`src/rtl/mips_load_store_unit.sv`:
```
// Load/store unit between the MIPS execute stage and a byte-addressed memory.
// Accepts one request at a time. It checks alignment and drives word-aligned
// memory strobes with lane-placed store data. Returned words are turned into
// a one-cycle response: byte/half extraction, sign/zero extension, or the
// LWL/LWR merge with the old rt value.
//
// Handshake: a request is taken on a rising edge where req_valid && req_ready.
// req_ready is high only in IDLE, and req_valid is ignored everywhere else.
// The response is a single-cycle resp_valid pulse with no backpressure.
// resp_rdata/resp_err are meaningful only while resp_valid is high.
module mips_load_store_unit (
  input  logic        clk,
  input  logic        rst_n,
  input  logic        req_valid,
  output logic        req_ready,
  input  logic        req_store,
  input  logic [2:0]  req_op,
  input  logic [31:0] req_addr,
  input  logic [31:0] req_wdata,
  input  logic [31:0] req_rt_old,
  output logic        resp_valid,
  output logic [31:0] resp_rdata,
  output logic        resp_err,
  output logic [31:0] mem_address,
  output logic        mem_wr_en,
  output logic        mem_read_en,
  output logic [3:0]  mem_byte_en,
  output logic [31:0] mem_data_in,
  input  logic [31:0] mem_data_out
);

  typedef enum logic [1:0] {
    S_IDLE    = 2'd0,
    S_ISSUE   = 2'd1,
    S_CAPTURE = 2'd2,
    S_RESP    = 2'd3
  } state_t;

  // Opcode encodings; store SB/SH/SW share the LB/LH/LW codes.
  localparam logic [2:0] OP_LB  = 3'b000;
  localparam logic [2:0] OP_LH  = 3'b001;
  localparam logic [2:0] OP_LWL = 3'b010;
  localparam logic [2:0] OP_LW  = 3'b011;
  localparam logic [2:0] OP_LBU = 3'b100;
  localparam logic [2:0] OP_LHU = 3'b101;
  localparam logic [2:0] OP_LWR = 3'b110;

  state_t      state_q, state_d;
  logic        store_q, store_d;
  logic [2:0]  op_q, op_d;
  logic [1:0]  off_q, off_d;
  logic [31:0] rt_old_q, rt_old_d;

  logic        resp_valid_q, resp_valid_d;
  logic [31:0] resp_rdata_q, resp_rdata_d;
  logic        resp_err_q, resp_err_d;
  logic [31:0] mem_address_q, mem_address_d;
  logic        mem_wr_en_q, mem_wr_en_d;
  logic        mem_read_en_q, mem_read_en_d;
  logic [3:0]  mem_byte_en_q, mem_byte_en_d;
  logic [31:0] mem_data_in_q, mem_data_in_d;

  logic        req_illegal;
  logic        req_misalign;
  logic [4:0]  st_shift;
  logic [3:0]  st_be;
  logic [31:0] st_data;

  logic [4:0]  ld_shl;
  logic [4:0]  ld_shr;
  logic [31:0] ld_right;
  logic [15:0] ld_half;
  logic [31:0] ld_result;

  // Classify the incoming request as illegal or misaligned
  always_comb begin
    req_illegal  = 1'b0;
    req_misalign = 1'b0;
    if (req_store) begin
      case (req_op)
        OP_LB:   req_misalign = 1'b0;
        OP_LH:   req_misalign = req_addr[0];
        OP_LW:   req_misalign = |req_addr[1:0];
        default: req_illegal  = 1'b1;
      endcase
    end else begin
      case (req_op)
        OP_LB, OP_LBU, OP_LWL, OP_LWR: req_misalign = 1'b0;
        OP_LH, OP_LHU:                 req_misalign = req_addr[0];
        OP_LW:                         req_misalign = |req_addr[1:0];
        default:                       req_illegal  = 1'b1;
      endcase
    end
  end

  // Store lane placement: write lane k lives on bits [8k+7:8k]; data is big-endian
  always_comb begin
    st_shift = {req_addr[1:0], 3'b000};
    case (req_op)
      OP_LB: begin
        st_be   = 4'b0001 << req_addr[1:0];
        st_data = {24'h0, req_wdata[7:0]} << st_shift;
      end
      OP_LH: begin
        st_be   = 4'b0011 << req_addr[1:0];
        st_data = {16'h0, req_wdata[7:0], req_wdata[15:8]} << st_shift;
      end
      default: begin
        st_be   = 4'b1111;
        st_data = {req_wdata[7:0], req_wdata[15:8], req_wdata[23:16], req_wdata[31:24]};
      end
    endcase
  end

  // Load extraction from the big-endian read word (offset 0 is the MSB)
  always_comb begin
    ld_shl   = {off_q, 3'b000};
    ld_shr   = {~off_q, 3'b000};
    ld_right = mem_data_out >> ld_shr;
    ld_half  = off_q[1] ? mem_data_out[15:0] : mem_data_out[31:16];
    case (op_q)
      OP_LB:   ld_result = {{24{ld_right[7]}}, ld_right[7:0]};
      OP_LBU:  ld_result = {24'h0, ld_right[7:0]};
      OP_LH:   ld_result = {{16{ld_half[15]}}, ld_half};
      OP_LHU:  ld_result = {16'h0, ld_half};
      OP_LW:   ld_result = mem_data_out;
      OP_LWL:  ld_result = (mem_data_out << ld_shl) |
                           (rt_old_q & ((32'h1 << ld_shl) - 32'h1));
      OP_LWR:  ld_result = ld_right | (rt_old_q & ~(32'hFFFF_FFFF >> ld_shr));
      default: ld_result = 32'h0;
    endcase
  end

  // Next-state and registered-output logic; strobes are single-cycle in ISSUE
  always_comb begin
    state_d       = state_q;
    store_d       = store_q;
    op_d          = op_q;
    off_d         = off_q;
    rt_old_d      = rt_old_q;
    resp_valid_d  = 1'b0;
    resp_rdata_d  = resp_rdata_q;
    resp_err_d    = resp_err_q;
    mem_address_d = mem_address_q;
    mem_wr_en_d   = 1'b0;
    mem_read_en_d = 1'b0;
    mem_byte_en_d = 4'b0000;
    mem_data_in_d = mem_data_in_q;
    case (state_q)
      S_IDLE: begin
        if (req_valid) begin
          store_d  = req_store;
          op_d     = req_op;
          off_d    = req_addr[1:0];
          rt_old_d = req_rt_old;
          if (req_illegal || req_misalign) begin
            state_d      = S_RESP;
            resp_valid_d = 1'b1;
            resp_err_d   = 1'b1;
            resp_rdata_d = 32'h0;
          end else begin
            state_d       = S_ISSUE;
            mem_address_d = {req_addr[31:2], 2'b00};
            if (req_store) begin
              mem_wr_en_d   = 1'b1;
              mem_byte_en_d = st_be;
              mem_data_in_d = st_data;
            end else begin
              mem_read_en_d = 1'b1;
              mem_byte_en_d = 4'b1111;
            end
          end
        end
      end
      S_ISSUE: begin
        if (store_q) begin
          state_d      = S_RESP;
          resp_valid_d = 1'b1;
          resp_err_d   = 1'b0;
          resp_rdata_d = 32'h0;
        end else begin
          state_d = S_CAPTURE;
        end
      end
      S_CAPTURE: begin
        state_d      = S_RESP;
        resp_valid_d = 1'b1;
        resp_err_d   = 1'b0;
        resp_rdata_d = ld_result;
      end
      default: begin
        state_d = S_IDLE;
      end
    endcase
  end

  // State and output registers with asynchronous reset
  always_ff @(posedge clk or negedge rst_n) begin
    if (!rst_n) begin
      state_q       <= S_IDLE;
      store_q       <= 1'b0;
      op_q          <= 3'b000;
      off_q         <= 2'b00;
      rt_old_q      <= 32'h0;
      resp_valid_q  <= 1'b0;
      resp_rdata_q  <= 32'h0;
      resp_err_q    <= 1'b0;
      mem_address_q <= 32'h0;
      mem_wr_en_q   <= 1'b0;
      mem_read_en_q <= 1'b0;
      mem_byte_en_q <= 4'b0000;
      mem_data_in_q <= 32'h0;
    end else begin
      state_q       <= state_d;
      store_q       <= store_d;
      op_q          <= op_d;
      off_q         <= off_d;
      rt_old_q      <= rt_old_d;
      resp_valid_q  <= resp_valid_d;
      resp_rdata_q  <= resp_rdata_d;
      resp_err_q    <= resp_err_d;
      mem_address_q <= mem_address_d;
      mem_wr_en_q   <= mem_wr_en_d;
      mem_read_en_q <= mem_read_en_d;
      mem_byte_en_q <= mem_byte_en_d;
      mem_data_in_q <= mem_data_in_d;
    end
  end

  assign req_ready   = (state_q == S_IDLE);
  assign resp_valid  = resp_valid_q;
  assign resp_rdata  = resp_rdata_q;
  assign resp_err    = resp_err_q;
  assign mem_address = mem_address_q;
  assign mem_wr_en   = mem_wr_en_q;
  assign mem_read_en = mem_read_en_q;
  assign mem_byte_en = mem_byte_en_q;
  assign mem_data_in = mem_data_in_q;

endmodule

```
`config.mk`:
```
export PLATFORM = sky130hd
export DESIGN_NAME = mips_load_store_unit
export DESIGN_NICKNAME = d
export VERILOG_FILES = /design/src/rtl/mips_load_store_unit.sv
export SDC_FILE = /design/constraint.sdc
export NUM_CORES = 1
export LEC_CHECK = 0
export ABC_AREA = 1
export CORE_AREA = 2 2 149 151
export CTS_CLUSTER_SIZE = 10
export DETAILED_ROUTE_END_ITERATION = 6
export DIE_AREA = 0 0 151 153
export GPL_TIMING_DRIVEN = 0
export HOLD_SLACK_MARGIN = 0.02
export PLACE_DENSITY = 0.68
export SLEW_MARGIN = 20
export SYNTH_ARGS = -nofsm -noshare
export SYNTH_HDL_FRONTEND = slang
export SYNTH_SLANG_ARGS = --single-unit
```
`constraint.sdc`:
```
create_clock -name clk -period 2.42 [get_ports clk]
set_input_delay 0.484 -clock clk [delete_from_list [all_inputs] [get_ports clk]]
set_output_delay 0.484 -clock clk [all_outputs]
set_load 0.005 [all_outputs]
```
# After elaboration in Yosys (flattened, before gate mapping)
# Index checks and enable logic that the tools add are counted.
totals:
  regBits: 142
  latch_bits: 0
  ramBits: 0
  mem_bits_ro: 0
  inputBits: 135
  output_inout_bits: 105
  elab_cells: 97
  mem_count: 0
op_classes:
  addsub: 1
  mul: 0
  n_div: 0
  order_cmp: 0
  n_eq_ne: 17
  shift: 8
  muxes: 38
  bitwise: 7
  n_reduce_logical: 13
ops:
  columns: ["cell", "count"]
  rows:
  - ["$pmux W32 S7", 1]
  - ["$mux W32", 3]
  - ["$pmux W32 S3", 1]
  - ["$and A32 B32 Y32", 2]
  - ["$or A32 B32 Y32", 2]
  - ["$pmux W32 S2", 1]
  - ["$not A32 Y32", 1]
  - ["$shl A1 B5 Y32 const A", 1]
  - ["$shl A16 B5 Y32", 1]
  - ["$shl A32 B5 Y32", 1]
  - ["$shl A8 B5 Y32", 1]
  - ["$shr A32 B5 Y32", 1]
  - ["$shr A32 B5 Y32 const A", 1]
  - ["$sub A32 B1 Y32 const B", 1]
  - ["$mux W1", 19]
  - ["$eq A3 B3 Y1 const B", 6]
  - ["$mux W16", 1]
  - ["$mux W4", 4]
  - ["$eq A3 B2 Y1 const B", 4]
  - ["$pmux W4 S2", 1]
  - ["$reduce_and A4 Y1", 2]
  - ["$reduce_or A7 Y1", 1]
  - ["$eq A3 B1 Y1 const B", 2]
  - ["$logic_not A3 Y1", 2]
  - ["19 further kinds", 24]

# Logic depth before layout (Yosys ltp)
depth:
  ltp_word: 8
  depth_mapped: 11
  ltp_nobuf: 10

# Least setup slack after synthesis
# Ideal clock, no wire load.
synth_timing:
  path_kind: "flip-flop to flip-flop"
  startpoint: "reg state_q[0]"
  endpoint: "reg resp_rdata_q[11], in the netlist resp_rdata[11]"
  t_arrival_ns: 1.652
  required_time_ns: 2.355
  path_slack_ns: 0.703
  path_stages_with_launch: 11
  n_path_buf: 1
  cell_sequence: "dfrtp_1 inv_1 ha_1 inv_1 nor2_1 a211oi_2 nand2_4 nor2_8 buf_6 nand2_1 nand2_1"
synth_via:
  elab_chain_len: 3
synth_lines:
  columns: ["item", "line_no", "text"]
  rows:
  - ["start, declared", "48", "state_t state_q, state_d;"]
  - ["start signal, assigned", "214", "state_q <= state_d;"]
  - ["$logic_not A2 Y1 (*)", null, null]
  - ["via req_ready", "15", "output logic req_ready,"]
  - ["$ne A2 B1 Y1 (no source line), or another cell as far along", null, null]
  - ["$reduce_and A4 Y1 (no source line)", null, null]
  - ["end signal, assigned", "220", "resp_rdata_q <= resp_rdata_d;"]
  - ["end, declared", "55", "logic [31:0] resp_rdata_q, resp_rdata_d;"]
# Mark *: on every way through the listed nets, which the timed path passes. The rest lies on a longest branch.
# A chain may end at the register's enable or synchronous reset.

# Worst setup path in the final report
layout_timing:
  startpoint: "reg state_q[0]"
  endpoint: "out req_ready"
layout_via:
  elab_chain_len: 1
layout_lines:
  columns: ["item", "line_no", "text"]
  rows:
  - ["$logic_not A2 Y1", "230", "assign req_ready = (state_q == S_IDLE);"]
  - ["end, declared", "15", null]
# No other way between the ends.

==> flow_metrics.tcl <==
set metrics [dict create \
    cp-start-kind "register" \
    yosys.area.top_type_share_pct 42.1 \
    status "complete, no violations" \
    wl_um 32400 \
    required_ps 1940 \
    period_share_pct 94.3 \
    place_hpwl_um 24500 \
    syn_area_um2 8440 \
    numCtsBuffers 17 \
    routed.top_layer "met4" \
    finalHoldViolCount 0 \
    synthXorXnorAreaFrac_pct 0 \
    maxCapViolations 0 \
    yosysMostFrequentCell "nand2_1" \
    crit_arrival_ps 1800 \
    grt_overflow 0 \
    worstSetupPathType "reg -> out" \
    ys_seq_area_share_pct 42.1 \
    postPlaceCellArea_um2 11200 \
    synth_top_family_by_area "simple AND/OR/NAND/NOR gates" \
    muxShareOfSynthArea_pct 2.27 \
    grt_start_max_net_pins 97 \
    ys_types 34 \
    dr_wl_met3_um 3220 \
    clk_path_buf_depth 2 \
    cp-end-kind "output port" \
    num_vias 9219 \
    met1Wirelength_um 13500 \
    worst_skew_pair.late_latency_ps 440 \
    track_usage_pct 28.6 \
    htreeDepth 4 \
    crit_path_max_incr_delay_ps 560 \
    synthArstFlopShare_pct 100 \
    grt_pass1_vias 9270 \
    holdWs_ps 420 \
    synth_common_cells "625 x nand2_1, 142 x dfrtp_1, 116 x nand3_1" \
    nets 1643 \
    ios 240 \
    leakagePower_uw 0.00599 \
    clock_sinks 142 \
    grt_setup_unrepaired "false" \
    root_buffer "clkbuf_16" \
    portBuffers 236 \
    stdcell_area_um2 11800 \
    die_y_um 153 \
    row_count 54 \
    coreArea_um2 21500 \
    slew_viol_final 0 \
    synth_seq_cells 142 \
    grt_pass1_wl_um 50600 \
    clkTransAtPathRegs_ps 60 \
    cp_top_family "buffers and inverters" \
    netlist.top_cell.by_area "dfrtp_1" \
    ant_nets 0 \
    synth_edf_count 0 \
    synthCells 1246 \
    initial_core_util_pct 39.3 \
    critical_path_buf_inv_count 2 \
    report.final.setup_viol 0 \
    crit_path_top_delay_cell "clkdlybuf4s50_1" \
    drtIter0Drc 742 \
    vias_per_cell 5.13 \
    wl_met2_um 14500 \
    synth_compound_area_share_pct 6.74 \
    cp_cell_sequence "inv_1 -> ha_2 -> clkdlybuf4s50_1" \
    critPathMaxFanout 7 \
    die_x_um 151 \
    seqCellArea_um2 3550 \
    drt-pass1-iter-count 5 \
    fin_worst_skew_ps 15.0 \
    fillers 2148 \
    powerDensity_nw_per_um2 1160 \
    gp_congestion 1.01 \
    clock.fmax_mhz 438 \
    synth_area_leaders "dfrtp_1 42%, nand2_1 28%, nand3_1 6.9%" \
    final_core_util_pct 54.9 \
    dieArea_um2 23100 \
    cts_tree "done" \
    n_antenna_cell 0 \
    fin_crit_ps 2280 \
    drc 0 \
    areaGrowthSynthToFinish_pct 39.7 \
    synthAdderAreaFrac_pct 0.741 \
    worst_pin_slew_ps 898 \
    multi_input_area_um2 4290 \
    hp-class "in -> reg" \
    slew_headroom_pct 40.1 \
    ys.warnings.count 0 \
    wl_per_cell_um 18.0 \
    antenna_found_initial 0 \
    syn_area_per_cell_um2 6.77 \
    vdd.ir_drop.worst_uv 726 \
    drive_gt1_share_pct 7.98 \
    synthSimpleGateAreaFrac_pct 40.9 \
    synth_flop_cell "dfrtp_1" \
    setup_tns_ps 0 \
]
worst reg2reg max path: stages, from the launching register on:
cell and delay, ps:
dfrtp_1 330, buf_2 220, buf_2 300, clkbuf_1 630
o211ai_1 320, nand4_1 170, nand2_1 70, nand2_1 60
routing by layer:
layer,vias to the layer above,global-route usage (%)
li1,4457,-
met1,4201,37.1
met2,476,44.8
met3,85,8.39
met4,0,11.6
met5,-,0
cell usage in the layout, fill, tap and decap left out, types with 2 or more instances in the layout:
cell / count
nor2_4: 2
inv_2: 8
inv_1: 62
buf_6: 2
nand2_1: 625
inv_8: 6
inv_6: 5
clkdlybuf4s50_1: 235
o211ai_1: 18
nand4_1: 12
o21ai_1: 3
a21boi_0: 6
nor3_1: 2
nand3b_1: 4
nor2_1: 79
mux2_2: 17
dfrtp_1: 142
o21ai_0: 32
clkbuf_1: 14
a21oi_1: 28
clkbuf_16: 17
buf_4: 8
conb_1: 2
nor2_2: 2
buf_2: 40
ha_1: 4
nand3_1: 116
clkinvlp_4: 2
a22oi_1: 7
kinds of logic after synthesis:
logic type,count (synthesis)
AND/OR/NAND/NOR,849
flip-flops,142
buffers and inverters,136
AO/OA/AOI/OAI,96
multiplexers,17
adder cells (fa/ha/maj),5
other,1
layout make-up:
class                           instances  share of cell area (%)
Multi-Input combinational cell        969                    36.4
Sequential cell                       142                    30.1
Timing Repair Buffer                  238                    20.4
Clock buffer                           17                    3.61
Tap cell                              280                    2.97
Buffer                                 65                    2.88
Inverter                               70                    2.23
Clock inverter                         15                    1.40
sequential cells by signal, summed over array words and instances, names as in the netlist, 2 cells and up:
| name | count |
|---|---|
| mem_byte_en | 4 |
| off_q | 2 |
| op_q | 3 |
| state_q | 2 |
| mem_address | 30 |
| rt_old_q | 32 |
| resp_rdata | 32 |
| mem_data_in | 32 |
repair_timing:
action	in CTS	in global routing
hold buffers	1	0
setup endpoints to repair	4	1
setup buffers	0	0
endpoints found under the hold margin	46	0
resized for setup	0	1
final timing paths:
check / start / endpoint / slack (ps) / depth (start not counted)
worst max register to register: off_q[1] / resp_rdata[3] / 250 / 7
max in group asynchronous: rst_n / mem_data_in[15] / 1060 / 3
worst min register to register: mem_address[15] / mem_address[15] / 470 / 2
worst min-delay path: req_op[0] / op_q[0] / 420 / 3
min in group asynchronous: rst_n / resp_rdata[11] / 530 / 2
worst max-delay path: state_q[0] / req_ready / 140 / 3
report_power, final:
part | switching (uW) | leakage (uW) | internal [uW]
sequential | 599 | 0.00179 | 3370
combinational | 4100 | 0.00392 | 2910
clock | 1250 | 0.000287 | 1470
per-stage QoR:
stage               worst slack [ps]  total power, uW  instances
floorplan                        703             7600       1247
global placement               -5050            10900       1763
detailed placement              -159            10900       1764
CTS                             19.5            13700       1796
global route                    27.5            14700       1796
finish                           138            13700       1796
Power figures use the tool's default switching activity.
